**config.mk**
```make
export PLATFORM = sky130hd
export DESIGN_NAME = event_mask_decoder
export DESIGN_NICKNAME = d
export VERILOG_FILES = /design/src/rtl/event_mask_decoder.sv
export SDC_FILE = /design/constraint.sdc
export NUM_CORES = 1
export LEC_CHECK = 0
export CAP_MARGIN = 25
export CELL_PAD_IN_SITES_DETAIL_PLACEMENT = 2
export CELL_PAD_IN_SITES_GLOBAL_PLACEMENT = 2
export CORE_UTILIZATION = 40
export DETAILED_ROUTE_END_ITERATION = 10
export MAX_ROUTING_LAYER = met4
export PLACE_DENSITY = 0.86
export SLEW_MARGIN = 10
export SYNTH_ARGS = -nofsm -noshare
export SYNTH_HDL_FRONTEND = slang
export SYNTH_SLANG_ARGS = --single-unit
```
**constraint.sdc**
```tcl
create_clock -name clk -period 6.32 [get_ports clk]
set_input_delay 1.896 -clock clk [delete_from_list [all_inputs] [get_ports clk]]
set_output_delay 1.896 -clock clk [all_outputs]
set_load 0.01 [all_outputs]
```
**src/rtl/event_mask_decoder.sv**
```systemverilog
// rtl/event_mask_decoder.sv - buffers crossing-mask words and serialises each set bit into a timestamped event
module event_mask_decoder #(
  parameter int NUM_CHANNELS = 16,
  parameter int TS_WIDTH     = 32,
  parameter int FIFO_DEPTH   = 4
) (
  input  logic                    clk,
  input  logic                    rst_n,
  input  logic                    valid_in,
  input  logic [NUM_CHANNELS-1:0] event_mask1,
  input  logic [NUM_CHANNELS-1:0] event_mask2,
  output logic                    out_valid,
  input  logic                    out_ready,
  output logic [TS_WIDTH+3:0]     out_ts,
  output logic                    out_pileup,
  output logic                    overflow,
  output logic [15:0]             drop_cnt
);

  localparam int AW = (FIFO_DEPTH > 1) ? $clog2(FIFO_DEPTH) : 1;
  localparam int CW = AW + 1;

  typedef enum logic {S_IDLE, S_DRAIN} state_t;

  state_t                  r_state;
  state_t                  w_state_nxt;

  logic [TS_WIDTH-1:0]     r_coarse;

  logic [TS_WIDTH-1:0]     r_fifo_coarse [FIFO_DEPTH];
  logic [NUM_CHANNELS-1:0] r_fifo_m1     [FIFO_DEPTH];
  logic [NUM_CHANNELS-1:0] r_fifo_m2     [FIFO_DEPTH];
  logic [AW-1:0]           r_wr_ptr;
  logic [AW-1:0]           r_rd_ptr;
  logic [CW-1:0]           r_count;

  logic [NUM_CHANNELS-1:0] r_rem_mask;
  logic [NUM_CHANNELS-1:0] r_m2;
  logic [TS_WIDTH-1:0]     r_work_coarse;

  logic                    r_overflow;
  logic [15:0]             r_drop_cnt;

  logic                    w_push_req;
  logic                    w_push_ok;
  logic                    w_drop;
  logic                    w_pop;
  logic                    w_empty;
  logic                    w_fire;
  logic [3:0]              w_idx;
  logic [4:0]              w_nxt;
  logic [NUM_CHANNELS-1:0] w_rem_clr;
  logic                    w_pileup;

  assign w_empty    = (r_count == '0);
  assign w_push_req = valid_in && (event_mask1 != '0);
  // A word may enter a full FIFO when the serialiser takes the head in the same cycle.
  assign w_push_ok  = w_push_req && ((r_count < CW'(FIFO_DEPTH)) || w_pop);
  assign w_drop     = w_push_req && !w_push_ok;

  assign out_valid  = (r_state == S_DRAIN);
  assign w_fire     = out_valid && out_ready;
  assign out_ts     = out_valid ? {r_work_coarse, w_idx} : '0;
  assign out_pileup = out_valid && w_pileup;
  assign overflow   = r_overflow;
  assign drop_cnt   = r_drop_cnt;

  always_ff @(posedge clk or negedge rst_n) begin
    if (!rst_n) begin
      r_coarse <= '0;
    end else if (valid_in) begin
      r_coarse <= r_coarse + TS_WIDTH'(1);
    end
  end

  always_ff @(posedge clk) begin
    if (w_push_ok) begin
      r_fifo_coarse[r_wr_ptr] <= r_coarse;
      r_fifo_m1[r_wr_ptr]     <= event_mask1;
      r_fifo_m2[r_wr_ptr]     <= event_mask2;
    end
  end

  always_ff @(posedge clk or negedge rst_n) begin
    if (!rst_n) begin
      r_wr_ptr <= '0;
      r_rd_ptr <= '0;
      r_count  <= '0;
    end else begin
      if (w_push_ok) begin
        r_wr_ptr <= r_wr_ptr + AW'(1);
      end
      if (w_pop) begin
        r_rd_ptr <= r_rd_ptr + AW'(1);
      end
      case ({w_push_ok, w_pop})
        2'b10:   r_count <= r_count + CW'(1);
        2'b01:   r_count <= r_count - CW'(1);
        default: r_count <= r_count;
      endcase
    end
  end

  always_ff @(posedge clk or negedge rst_n) begin
    if (!rst_n) begin
      r_overflow <= 1'b0;
      r_drop_cnt <= '0;
    end else if (w_drop) begin
      r_overflow <= 1'b1;
      if (r_drop_cnt != 16'hFFFF) begin
        r_drop_cnt <= r_drop_cnt + 16'd1;
      end
    end
  end

  // Lowest set bit, next set bit above it (16 if none), and the pile-up window between them.
  always_comb begin
    w_idx     = '0;
    w_nxt     = 5'd16;
    w_pileup  = 1'b0;
    for (int i = NUM_CHANNELS - 1; i >= 0; i--) begin
      if (r_rem_mask[i]) begin
        w_idx = 4'(i);
      end
    end
    w_rem_clr        = r_rem_mask;
    w_rem_clr[w_idx] = 1'b0;
    for (int i = NUM_CHANNELS - 1; i >= 0; i--) begin
      if (w_rem_clr[i]) begin
        w_nxt = 5'(i);
      end
    end
    for (int i = 0; i < NUM_CHANNELS; i++) begin
      if ((5'(i) >= {1'b0, w_idx}) && (5'(i) < w_nxt)) begin
        w_pileup = w_pileup | r_m2[i];
      end
    end
  end

  always_ff @(posedge clk or negedge rst_n) begin
    if (!rst_n) begin
      r_state <= S_IDLE;
    end else begin
      r_state <= w_state_nxt;
    end
  end

  always_comb begin
    w_state_nxt = r_state;
    w_pop       = 1'b0;
    case (r_state)
      S_IDLE: begin
        if (!w_empty) begin
          w_pop       = 1'b1;
          w_state_nxt = S_DRAIN;
        end
      end
      S_DRAIN: begin
        // Last bit of the word leaves: refill back-to-back so there is no bubble.
        if (w_fire && (w_rem_clr == '0)) begin
          if (!w_empty) begin
            w_pop = 1'b1;
          end else begin
            w_state_nxt = S_IDLE;
          end
        end
      end
      default: w_state_nxt = S_IDLE;
    endcase
  end

  always_ff @(posedge clk or negedge rst_n) begin
    if (!rst_n) begin
      r_rem_mask    <= '0;
      r_m2          <= '0;
      r_work_coarse <= '0;
    end else if (w_pop) begin
      r_rem_mask    <= r_fifo_m1[r_rd_ptr];
      r_m2          <= r_fifo_m2[r_rd_ptr];
      r_work_coarse <= r_fifo_coarse[r_rd_ptr];
    end else if (w_fire) begin
      r_rem_mask    <= w_rem_clr;
    end
  end

endmodule
```
==> results.toml <==
[critical_path]
cp_top_family = "compound AO/OA/AOI/OAI gates"
endpoint_kind = "output pin"
regToRegSetupSlack_ns = 1.47
start_kind = "flop"
critPathCapture = "out_pileup"
r2r_cells = 11
reg2reg_from = "r_rem_mask[2]"
crit_fanout = 6
crit_required_ns = 4.42
crit_path_cell_trace = "or4_1 -> nor2_4 -> o21ai_2 -> o41a_1 -> a2111oi_2 -> a211oi_1 -> o41ai_1 -> a41oi_1 -> or3_1 -> clkdlybuf4s50_1"
cp_slowest_cell = "or4_1"
critPathArrivalTime_ns = 4.33
crit_start = "r_rem_mask[2]"
slowest_delay_ns = 0.59
path_buf_inv = 1
crit_cells = 10
criticalPathCategory = "reg2out"
rr_endpoint = "r_fifo_m2[3][8]"

[die]
die_area_sq_um = 39800
core_sq_um = 38000
start_util_pct = 41.0
std_cell_rows = 71
die_x_microns = 199
ios = 91
die_height_microns = 199

[synthesis]
yosysSeqAreaShare_pct = 68.7
synth_nets = 1091
synth-main-ff-cell = "edfxtp_1"
synthCells = 1047
synth_edf_count = 256
synth-async-reset-ratio_pct = 32.1
yosys_register_bits = 377
synth.distinct_cells = 70
synth.avg_cell_area_sq_um = 14.9
yosysWarnings = 0
syn_area_sq_um = 15600

[pwr]
clockPowerShare_pct = 24.0
power.static_leakage_nw = 6.65
finalPower_mw = 9.13
switchingPower_mw = 3.28
p_seq_share_pct = 40.3
peakVddDrop_uv = 226
p_comb_share_pct = 35.6
intPower_mw = 5.85
swShare_pct = 35.9
power_density_nw_per_um2 = 494

[cells_and_area]
finalInstanceArea_sq_um = 18500
n_antenna_cell = 0
final_layout_size_suffix_gt1_share_pct = 15.9
final_util_pct = 48.6
nets = 1214
syn_to_final_growth_pct = 18.5
fillers = 3576

[placed_design]
port_buffers = 90
hpwl_microns = 30000
routabilityCongestion = 0.886
place_area_sq_um = 17200

[grt]
grt_max_degree = 85
grt_usage_pct = 25.4
antenna_found_initial = 0
overflow = 0
grt_pass1_wl_microns = 71400
grt_pass1_vias = 10984

[clock_network]
path_clk_slew_ns = 0.07
cts_buffers = 40
clock_sinks = 377
htree_levels = 2
holdBufCountCts = 0
cts_buffer_depth = 3
root_buffer = "clkbuf_16"
insertion_delay_ns = 0.56
cts_tree = "yes"

[detailed_routing]
vias = 9643
drtAntennaViolNets = 0
drt_wl_total_microns = 47700
first_pass_iters = 5
wire_per_inst_microns = 27.8
drc = 0
drt_iter0_markers = 690
routed_via_density = 5.63

[sta]
slew_violations = 0
layout_min_cycle_time_ns = 6.22
finalSetupViolations = 0
worst_slew_pin_slew_ns = 0.981
max_freq_ghz = 0.161
finClkSkew_ns = 0.0253
slew_headroom_pct = 34.6
period_share_pct = 98.4
finalHoldViolations = 0

[min_path]
hold_class = "reg2reg"

[job]
max_cap_violations = 0

[run_status]
status = "finished, final reports clean"
-- synth_stat cells (3+ instances only) --
| cell | n | area, sq um |
|---|---|---|
| mux2_2 | 3 | 33.8 |
| xnor2_1 | 40 | 350 |
| and2_1 | 39 | 244 |
| buf_2 | 4 | 20.0 |
| or4_1 | 4 | 30.0 |
| nor2_1 | 47 | 176 |
| xor2_1 | 12 | 105 |
| ha_1 | 7 | 87.6 |
| buf_6 | 3 | 33.8 |
| o31ai_1 | 6 | 45.0 |
| a31oi_1 | 8 | 50.1 |
| o21a_1 | 4 | 30.0 |
| nand2_1 | 193 | 724 |
| buf_4 | 5 | 37.5 |
| o311ai_0 | 4 | 35.0 |
| o22ai_1 | 3 | 18.8 |
| and3_1 | 14 | 87.6 |
| nand4_1 | 8 | 50.1 |
| a22o_1 | 10 | 87.6 |
| a41oi_1 | 3 | 26.3 |
| edfxtp_1 | 256 | 7690 |
| o211ai_1 | 3 | 22.5 |
| dfrtp_1 | 121 | 3030 |
| a21o_1 | 3 | 22.5 |
| o21ai_0 | 20 | 100 |
| nor3_1 | 10 | 50.1 |
| mux4_2 | 64 | 1440 |
| a21oi_1 | 19 | 95.1 |
| inv_1 | 18 | 67.6 |
| nor3b_1 | 3 | 22.5 |
| clkbuf_1 | 28 | 105 |
| nor4_1 | 8 | 50.1 |
| nand3_1 | 23 | 115 |
| nor2b_1 | 3 | 18.8 |
| o41ai_1 | 3 | 26.3 |
| or3_1 | 4 | 25.0 |
-- metal layers --
layer	vias up	GRT usage, %	wire length (microns)	share of wire [%]
met2	215	43.6	25300	53
met1	5220	31.4	19800	41
met5	-	-	0	0
li1	4143	-	-	-
met4	0	7.63	1060	2.2
met3	65	3.09	1550	3.2
-- timing repair --
item	4_1_cts	5_1_grt
buffers inserted	0	12
setup endpoints to repair	1	1
pin swaps	0	4
gates cloned	0	0
resized for setup	9	11
-- cell type report --
type / count / area (sq um) / area share (%)
Tap cell: 511 / 639 / 3.46
Timing Repair Buffer: 123 / 1210 / 6.56
Clock buffer: 60 / 1090 / 5.88
Sequential cell: 377 / 10700 / 58.1
Multi-Input combinational cell: 609 / 4640 / 25.1
Inverter: 19 / 72.6 / 0.393
Clock inverter: 14 / 97.6 / 0.528
-- worst register-to-register path: cells and delay by family, from the launching register on --
kind,cells,cell delay (ns)
AOI/OAI and AO/OA,4,1.37
buffers and inverters,3,0.67
DFF,1,0.46
and+or+nand+nor,4,1.97
-- through the flow --
stage	instances	setup WS, ns	setup TNS, ns	hold WS [ns]
6_report	1713	0.0990	0	0.480
5_1_grt	1713	-0.0285	-0.0285	0.511
4_1_cts	1701	0.00206	0	0.486
3_5_place_dp	1627	0.272	0	0.464
3_3_place_gp	1627	0.383	0	0.457
2_1_floorplan	1047	1.34	0	0.437
-- layout by cell type (no fill, tap or decap), drive strengths merged, types with 8 or more instances in the layout --
cell type      count
xor2              12
nor2              48
and3              14
clkdlybuf4s50     89
xnor2             40
dfrtp            121
o21ai             22
inv               20
a31oi              8
clkinv            12
a22o              10
nor3              10
nand4              8
a21oi             19
nand2            194
clkbuf            60
and2              39
buf               34
mux4              64
nand3             24
nor4              11
edfxtp           256
-- how the worst min path moves through the flow --
| stage | from | endpoint | slack, ns | cells past startpoint |
|---|---|---|---|---|
| 2_1_floorplan | r_m2[11] | r_m2[11] | 0.44 | 2 |
| 3_3_place_gp | r_work_coarse[20] | r_work_coarse[20] | 0.46 | 2 |
| 3_5_place_dp | r_work_coarse[24] | r_work_coarse[24] | 0.46 | 2 |
| 4_1_cts | r_work_coarse[20] | r_work_coarse[20] | 0.49 | 2 |
| 5_1_grt | r_work_coarse[21] | r_work_coarse[21] | 0.51 | 2 |
| 6_report | r_work_coarse[20] | r_work_coarse[20] | 0.48 | 2 |
-- logic make-up (layout without fill, tap and decap cells) --
group,Yosys count,in the layout,share of synthesized area (%)
xor+xnor,52,52,2.92
fa+ha+maj,9,9,0.762
mux,69,69,9.59
compound gates,111,111,5.24
buf+inv,61,216,1.77
flops,377,377,68.7
simple gates,368,368,11.0
-- power by group through the flow --
stage	registers [mW]	clock network [mW]	logic (mW)
after detailed placement	3.71	0	3.07
after global routing	3.74	2.31	3.49
after CTS	3.69	2.23	3.16
after global placement	3.64	0	2.96
final	3.68	2.19	3.25
after floorplan	3.44	0	1.98
-- flip-flops by register name, summed over array words and instances (netlist names) --
register and count:
r_wr_ptr 2, r_fifo_m1 64, out_valid 1, r_m2 16
r_rd_ptr 2, overflow 1, r_rem_mask 16, r_coarse 32
drop_cnt 16, r_count 3, r_work_coarse 32, r_fifo_m2 64
r_fifo_coarse 128
No activity file was read; power rests on OpenSTA's default activity.
